<file path="src/rtl/sb_pkg.sv">
// Shared types and defaults for the posted-write store buffer.
// Entry widths track the package defaults.
package sb_pkg;

  localparam int SB_DEPTH = 4;
  localparam int SB_DW    = 16;
  localparam int SB_AW    = 8;
  localparam int SB_PTR_W = $clog2(SB_DEPTH);

  typedef struct packed {
    logic             valid;
    logic [SB_AW-1:0] addr;
    logic [SB_DW-1:0] data;
  } sb_entry_t;

endpackage

</file>
<file path="src/rtl/sb_fwd_match.sv">
// Youngest-first address match over the buffered stores.
// Scans oldest to youngest so the youngest hit overwrites older ones.
module sb_fwd_match
  import sb_pkg::*;
#(
  parameter int DEPTH = SB_DEPTH,
  parameter int PW    = $clog2(DEPTH)
) (
  input  logic                    en,
  input  logic [SB_AW-1:0]        addr,
  input  sb_entry_t [DEPTH-1:0]   ents,
  input  logic [PW-1:0]           head,
  input  logic [PW:0]             count,
  output logic                    hit,
  output logic [SB_DW-1:0]        data
);

  logic [PW-1:0] idx;

  always_comb begin
    hit  = 1'b0;
    data = '0;
    idx  = '0;
    for (int i = 0; i < DEPTH; i++) begin
      idx = head + PW'(i);
      if (en && ((PW+1)'(i) < count) &&
          ents[idx].valid &&
          ents[idx].addr == addr) begin
        hit  = 1'b1;
        data = ents[idx].data;
      end
    end
  end

endmodule

</file>
<file path="src/rtl/store_buffer.sv">
// Posted-write FIFO in front of the data memory port.
// Loads own the port; stores drain one per idle cycle.
module store_buffer
  import sb_pkg::*;
#(
  parameter int DEPTH = SB_DEPTH,
  parameter int DW    = SB_DW,
  parameter int AW    = SB_AW
) (
  input  logic          clk,
  input  logic          rst_n,
  input  logic          st_valid,
  input  logic [AW-1:0] st_addr,
  input  logic [DW-1:0] st_data,
  output logic          st_ready,
  input  logic          ld_valid,
  input  logic [AW-1:0] ld_addr,
  output logic [DW-1:0] ld_data,
  output logic          ld_fwd,
  output logic [AW-1:0] mem_addr,
  output logic [DW-1:0] mem_wd,
  output logic          mem_we,
  input  logic [DW-1:0] mem_rd,
  output logic          sb_empty
);

  localparam int PW = $clog2(DEPTH);

  sb_entry_t [DEPTH-1:0] ents_q, ents_d;
  logic [PW-1:0] head_q, head_d;
  logic [PW-1:0] tail_q, tail_d;
  logic [PW:0]   count_q, count_d;

  logic          push, pop;
  logic          hit;
  logic [DW-1:0] hit_data;

  assign st_ready = (count_q != (PW+1)'(DEPTH));
  assign sb_empty = (count_q == '0);
  assign push     = st_valid && st_ready;
  assign pop      = !ld_valid && !sb_empty;

  always_comb begin
    mem_addr = '0;
    mem_wd   = '0;
    mem_we   = 1'b0;
    if (ld_valid) begin
      mem_addr = ld_addr;
    end else if (!sb_empty) begin
      mem_addr = ents_q[head_q].addr;
      mem_wd   = ents_q[head_q].data;
      mem_we   = 1'b1;
    end
  end

  sb_fwd_match #(
    .DEPTH (DEPTH),
    .PW    (PW)
  ) u_match (
    .en    (ld_valid),
    .addr  (ld_addr),
    .ents  (ents_q),
    .head  (head_q),
    .count (count_q),
    .hit   (hit),
    .data  (hit_data)
  );

  assign ld_fwd  = hit;
  assign ld_data = hit ? hit_data : mem_rd;

  always_comb begin
    ents_d  = ents_q;
    head_d  = head_q;
    tail_d  = tail_q;
    count_d = count_q;
    if (pop) begin
      ents_d[head_q].valid = 1'b0;
      head_d = head_q + 1'b1;
    end
    // a full buffer never pushes, so tail cannot alias a popping head
    if (push) begin
      ents_d[tail_q] = '{valid: 1'b1, addr: st_addr, data: st_data};
      tail_d = tail_q + 1'b1;
    end
    case ({push, pop})
      2'b10:   count_d = count_q + 1'b1;
      2'b01:   count_d = count_q - 1'b1;
      default: count_d = count_q;
    endcase
  end

  always_ff @(posedge clk) begin
    if (!rst_n) begin
      ents_q  <= '0;
      head_q  <= '0;
      tail_q  <= '0;
      count_q <= '0;
    end else begin
      ents_q  <= ents_d;
      head_q  <= head_d;
      tail_q  <= tail_d;
      count_q <= count_d;
    end
  end

endmodule

</file>
<file path="config.mk">
export PLATFORM = sky130hd
export DESIGN_NAME = store_buffer
export DESIGN_NICKNAME = d
export VERILOG_FILES = /design/src/rtl/sb_pkg.sv /design/src/rtl/sb_fwd_match.sv /design/src/rtl/store_buffer.sv
export SDC_FILE = /design/constraint.sdc
export NUM_CORES = 1
export LEC_CHECK = 0
export ABC_AREA = 1
export ABC_CLOCK_PERIOD_IN_PS = 4500
export BUFFER_PORTS_ARGS = -buffer_cell sky130_fd_sc_hd__buf_4
export CAP_MARGIN = 20
export CORE_MARGIN = 1
export CORE_UTILIZATION = 30
export CTS_CLUSTER_SIZE = 30
export DETAILED_ROUTE_END_ITERATION = 10
export HOLD_SLACK_MARGIN = 0.12
export MAX_ROUTING_LAYER = met4
export PLACE_DENSITY = 0.49
export SLEW_MARGIN = 30
export SYNTH_ARGS = -nofsm -noshare
export SYNTH_HDL_FRONTEND = slang
export SYNTH_SLANG_ARGS = --single-unit
</file>
<file path="constraint.sdc">
create_clock -name clk -period 4.5 [get_ports clk]
set_input_delay 0.675 -clock clk [delete_from_list [all_inputs] [get_ports clk]]
set_output_delay 0.675 -clock clk [all_outputs]
set_load 0.01 [all_outputs]
</file>
==> results.py, run 1 <==
metrics = {
    "outcome": {
        "outcome": "complete, no violations",
    },
    "yosys": {
        "syn_area_sq_um": 7740,
        "ys_top_cells_by_area": "dfxtp_1 28%, nand2_1 19%, o21ai_0 10%",
        "avgSynthCellArea_sq_um": 5.86,
        "synth-seq-area-share": 0.277,
        "syn-num-nets": 1386,
        "yosysTopAreaCell": "dfxtp_1",
        "synth_top_area_frac": 0.277,
        "synth.distinct_cells": 32,
        "syn-instance-count": 1321,
        "ys_seq_elements": 107,
        "yosys_warnings": 0,
    },
    "cells_and_area": {
        "final_common_cell": "nand2_1",
        "area_growth_pct": 14.8,
        "layout_common_cells": "388 x nand2_1, 161 x o21ai_0, 139 x nand3_1",
        "finalNonFillerCells": 1692,
        "final_core_util": 0.352,
        "drive_above_1_share": 0.110,
        "fin_nets": 1422,
        "diodes": 0,
    },
    "floorplanning": {
        "die-area_sq_um": 26400,
        "row_count": 58,
        "die_w_microns": 163,
        "core_sq_um": 25300,
        "ios": 96,
        "die_y_microns": 163,
        "initial_core_util": 0.306,
    },
    "pwr": {
        "ir_worst_vdd_v": 0.000241,
        "leakagePower_nw": 4.00,
        "power.density_nw_per_um2": 480,
        "power_mw": 4.26,
    },
    "timing": {
        "max_freq_ghz": 0.242,
        "setup_viol": 0,
        "slew_viol_final": 0,
        "worst_slack_ns": 0.362,
        "period_needed_ns": 4.14,
        "rsz0062_at_grt": "no",
        "slew_headroom": 0.398,
        "fin_crit_sh": 0.920,
        "tightestPinTransition_ns": 0.903,
        "hold_violations": 0,
        "finalSetupTns_ns": 0,
        "finalClockSkew_ns": 0.0102,
    },
    "route": {
        "dr_total_vias": 8213,
        "first_pass_iters": 5,
        "vias_per_cell": 4.85,
        "first_iter_violations": 543,
        "wl_microns": 25200,
        "avgRoutedWirePerCell_microns": 14.9,
        "antenna_left": 0,
        "route.detailed.drc": 0,
    },
    "clock_network": {
        "root_buffer": "clkbuf_16",
        "postCtsSetupRepairBufs": 0,
        "clk_pin_slew_ns": 0.08,
        "cts_resized": 0,
        "h-tree-depth": 3,
        "cts_buffer_depth": 2,
        "hold_buffers": 0,
        "tritoncts": "built",
        "clkSinkCount": 107,
        "numCtsBuffers": 9,
        "clk_latency_ns": 0.36,
    },
    "worst_setup_path": {
        "slowest_delay_ns": 0.43,
        "crit_fanout": 31,
        "critPathKind": "register to output port",
        "crit_chain": "inv_2 -> ha_2 -> buf_4 -> buf_4 -> nand2_1 -> nand2_1 -> nand2_1 -> nand2_1 -> nor3_1 -> nand2_1 -> buf_4 -> nand2_2 -> nor2_8 -> nor2_1 -> nand2_1 -> nand2_1 -> buf_4",
        "start_kind": "register",
        "cp.required_ns": 3.83,
        "path_buf_inv": 5,
        "path_delay_family": "buffers and inverters",
        "crit_path_end_kind": "output port",
        "crit_top_cell": "nand2_1",
        "crit_arrival_ns": 3.46,
        "crit_slowest_cell": "ha_2",
    },
    "global_routing": {
        "grt_pass1_wl_microns": 40000,
        "antenna_found_initial": 0,
        "track_usage": 0.199,
        "grt_max_degree": 96,
        "overflow": 0,
        "grt_pass1_vias": 7149,
    },
    "run": {
        "drv_cap": 0,
    },
    "place": {
        "dp_hpwl_microns": 17600,
        "place_ws_ns": 0.733,
        "gp_congestion": 0.865,
        "dp_cells": 1676,
        "portBuffers": 95,
    },
    "worst_hold_path": {
        "hp-class": "register to register",
    },
}
## flip-flops by register name (all words and copies together), names as in the netlist
register	count
tail_q	2
head_q	2
ents_q	100
count_q	3
## worst paths after layout
path                                 from                       to  slack [ns]  cells past startpoint
setup reg to reg  count_q[0]$_SDFFE_PN0P_  ents_q[35]$_SDFFE_PN0P_        2.08                     10
hold / removal    ents_q[32]$_SDFFE_PN0P_  ents_q[32]$_SDFFE_PN0P_        0.46                      2
hold reg to reg   ents_q[32]$_SDFFE_PN0P_  ents_q[32]$_SDFFE_PN0P_        0.46                      2
setup / recovery   head_q[1]$_SDFFE_PN0P_               ld_data[4]        0.36                     17
## per-stage QoR
step,cell area [sq um],hold WS (ns)
after floorplan,7740,0.440
after global placement,8590,0.453
after detailed placement,8590,0.457
after CTS,8890,0.469
after global routing,8890,0.488
final,8890,0.464
## cells by family after synthesis
group,Yosys count,share of synthesized area
flip-flops,107,0.277
multiplexers,12,0.0155
AND/OR/NAND/NOR,651,0.353
adder cells (fa/ha/maj),13,0.0210
AO/OA/AOI/OAI,318,0.211
XOR/XNOR,6,0.00679
buffers and inverters,214,0.116
## worst reg2reg max path, cell delays in order (launching register included)
cell      delay, ns
dfxtp_1        0.41
inv_1          0.11
ha_1           0.22
nand2_1        0.10
nand2_1        0.15
clkinv_1       0.07
buf_4          0.31
nand2_1        0.29
buf_4          0.34
o21ai_0        0.25
a21oi_1        0.05
## where the power goes
group,internal [mW],switching [mW],total [mW]
logic,0.772,1.57,2.34
registers,1.05,0.0617,1.11
clock network,0.393,0.419,0.812
total,2.21,2.05,4.26
## area by class of cell
cell class	instances	area, sq um
clock buffer	9	225
multi-input combinational	1000	4710
fill	2833	16400
sequential	107	2150
clock inverter	7	66.3
tap	330	413
timing repair buffer	114	856
inverter	125	472
## synth_stat cells, drive strengths merged
library cell,instances
nor2,96
clkinv,3
ha,13
inv,122
nor3,14
o22ai,8
o21a,1
o21ai,164
nand2,389
nand3b,5
nand4,3
or2,4
o211ai,12
nand3,140
clkbuf,54
a21oi,133
mux2i,12
dfxtp,107
xor2,6
buf,35
## metal layers
metal  track usage  routed length [microns]
met1         0.289                    13100
met2         0.292                    10600
met4        0.0421                      272
met3        0.0262                     1290
met5             -                        0
No activity file was read; power rests on OpenSTA's default activity.
==> run 2, diff against run 1 <==
- ABC_AREA: 1 -> unset
==> run 2 against run 1 <==
Hold slack gained 0.043 ns. Setup slack lost 0.16 ns. Sequential share of layout area shrank 1.7 points. Final area is 7.7% higher. Wire length up 3.4%. Total power shrank 16%. Clock skew up 0.0011 ns. Cell count down 25%. Core utilization increased by 0.34 points. Via count fell by 15%. Global-route usage is 0.64 points lower. Highest routed layer unchanged.
==> results.py, run 2 <==
metrics = {
    "outcome": {
        "outcome": "complete, no violations",
    },
    "cells_and_area": {
        "final_core_util": 0.355,
        "final_common_cell": "nand2_1",
        "drive_above_1_share": 0.264,
        "fin_nets": 982,
        "largest_reg_flops": 100,
        "top_register": "ents_q",
        "area_growth_pct": 16.3,
        "layout_common_cells": "213 x nand2_1, 120 x buf_4, 105 x dfxtp_1",
        "top_regs": "ents_q: 100 flops, count_q: 3 flops",
        "diodes": 0,
    },
    "floorplanning": {
        "die_w_microns": 168,
        "initial_core_util": 0.305,
        "die_y_microns": 168,
        "core_sq_um": 27000,
        "ios": 96,
        "row_count": 60,
        "die-area_sq_um": 28100,
    },
    "worst_hold_path": {
        "min_to": "ents_q[19]$_SDFFE_PN0P_",
        "worstHoldPathCells": 2,
        "min_from": "ents_q[19]$_SDFFE_PN0P_",
        "hp-class": "register to register",
    },
    "yosys": {
        "synth-seq-area-share": 0.260,
        "ys_seq_elements": 107,
        "synth_top_area_frac": 0.260,
        "synthTopCellsByCount": "214 x nand2_1, 107 x dfxtp_1, 97 x a21boi_0, 90 x mux4_2, 60 x clkbuf_1",
        "synth-edff-count": 0,
        "syn-instance-count": 866,
        "syn-num-nets": 931,
        "avgSynthCellArea_sq_um": 9.51,
        "synth.most_common_cell": "nand2_1",
        "syn_area_sq_um": 8230,
        "yosys_warnings": 0,
        "synth_ff_type": "dfxtp_1",
        "async_flop_share": 0,
        "synth.distinct_cells": 40,
        "ys_top_cells_by_area": "dfxtp_1 26%, mux4_2 25%, nand2_1 9.8%",
        "yosysTopAreaCell": "dfxtp_1",
    },
    "pwr": {
        "leakagePower_nw": 3.31,
        "ir_worst_vdd_v": 0.000189,
        "power_mw": 3.59,
        "power.density_nw_per_um2": 375,
    },
    "worst_setup_path": {
        "cp.required_ns": 3.83,
        "slowest_delay_ns": 0.53,
        "setup.worst_path.start": "head_q[0]$_SDFFE_PN0P_",
        "rr_worst_depth": 8,
        "crit_slowest_cell": "or4_1",
        "crit_path_end_kind": "output port",
        "start_kind": "register",
        "crit_top_cell": "buf_4",
        "crit_fanout": 33,
        "rr_endpoint": "count_q[2]$_SDFFE_PN0P_",
        "critPathKind": "register to output port",
        "crit_chain": "clkinvlp_4 -> ha_4 -> mux4_2 -> xor2_1 -> or4_1 -> or3_1 -> buf_4 -> and2_4 -> a22o_1 -> buf_4",
        "r2r_start": "count_q[0]$_SDFFE_PN0P_",
        "r2r_slack_ns": 2.12,
        "crit_arrival_ns": 3.62,
    },
    "clock_network": {
        "clkSinkCount": 107,
        "h-tree-depth": 3,
        "tritoncts": "built",
        "root_buffer": "clkbuf_16",
        "cts_buffer_depth": 2,
        "hold_buffers": 0,
        "clk_latency_ns": 0.36,
        "clk_pin_slew_ns": 0.08,
        "numCtsBuffers": 9,
    },
    "global_routing": {
        "grt_pass1_vias": 6852,
        "overflow": 0,
        "grt_pass1_wl_microns": 40600,
        "track_usage": 0.193,
        "antenna_found_initial": 0,
        "grt_max_degree": 108,
    },
    "timing": {
        "setup_viol": 0,
        "fin_crit_sh": 0.954,
        "hold_violations": 0,
        "slew_headroom": 0.498,
        "rsz0062_at_grt": "no",
        "worst_slack_ns": 0.206,
        "max_freq_ghz": 0.233,
        "hold-worst-slack_ns": 0.507,
        "slew_viol_final": 0,
        "period_needed_ns": 4.29,
        "finalClockSkew_ns": 0.0112,
        "tightestPinTransition_ns": 0.753,
    },
    "route": {
        "first_pass_iters": 5,
        "antenna_left": 0,
        "wl_microns": 26100,
        "dr_total_vias": 6963,
        "avgRoutedWirePerCell_microns": 20.6,
        "vias_per_cell": 5.51,
        "route.detailed.drc": 0,
        "first_iter_violations": 586,
    },
    "place": {
        "gp_congestion": 0.795,
        "place_ws_ns": 0.333,
        "portBuffers": 95,
        "dp_hpwl_microns": 16800,
    },
    "run": {
        "drv_cap": 0,
    },
}
[run 2: cell families (layout without fill, tap and decap cells)]
| kind of cell | Yosys count | in the layout | synth area share |
|---|---|---|---|
| flip-flops | 107 | 107 | 0.260 |
| buffers and inverters | 93 | 149 | 0.0521 |
| adder cells (fa/ha/maj) | 13 | 13 | 0.0198 |
| multiplexers | 122 | 122 | 0.293 |
| AO/OA/AOI/OAI | 187 | 187 | 0.165 |
| XOR/XNOR | 43 | 43 | 0.0458 |
| AND/OR/NAND/NOR | 301 | 301 | 0.164 |
[run 2: critical path: cells and delay by family (launching register included)]
kind,cells,cell delay [ns]
multiplexers,1,0.30
flip-flops,1,0.38
AO/OA/AOI/OAI,1,0.29
buffers and inverters,3,0.59
adder cells (fa/ha/maj),1,0.34
AND/OR/NAND/NOR,3,1.20
XOR/XNOR,1,0.14
[run 2: per-layer routing]
layer | vias up | part of all wire | GRT usage
met5 | - | 0 | -
met1 | 3464 | 0.46 | 0.260
met4 | 0 | 0.023 | 0.0678
met2 | 207 | 0.47 | 0.300
met3 | 37 | 0.044 | 0.0203
li1 | 3255 | - | -
[run 2: area by class of cell]
class / instances / area [sq um]
clock inverters: 7 / 81.3
flip-flops and latches: 107 / 2150
repair buffers: 124 / 958
fillers: 2778 / 17400
clock buffers: 9 / 225
inverters: 9 / 37.5
well taps: 341 / 427
multi-input cells: 666 / 5700
[run 2: worst max path at each step]
stage / endpoint / slack (ns)
2_1_floorplan: ld_data[11] / -0.005
3_3_place_gp: ld_data[6] / 0.36
3_5_place_dp: ld_data[6] / 0.33
4_1_cts: ld_data[6] / 0.01
5_1_grt: ld_data[12] / 0.04
6_report: ld_data[12] / 0.21
[run 2: report_power, final]
group	switching (mW)	internal, mW	total [mW]
registers	0.106	1.03	1.13
logic	0.857	0.747	1.60
clock network	0.407	0.442	0.849
[run 2: stage by stage]
step / TNS, ns / cell area, sq um / std cells
after global routing: 0 / 9570 / 1263
after CTS: 0 / 9540 / 1260
after floorplan: -0.0181 / 8330 / 866
after detailed placement: 0 / 9230 / 1244
final: 0 / 9570 / 1263
after global placement: 0 / 9220 / 1244
[run 2: what timing repair did]
| item | CTS | global route |
|---|---|---|
| setup endpoints to repair | 15 | 16 |
| gates resized for setup | 1 | 3 |
| setup buffers | 0 | 3 |
| hold endpoints to repair | 0 | 0 |
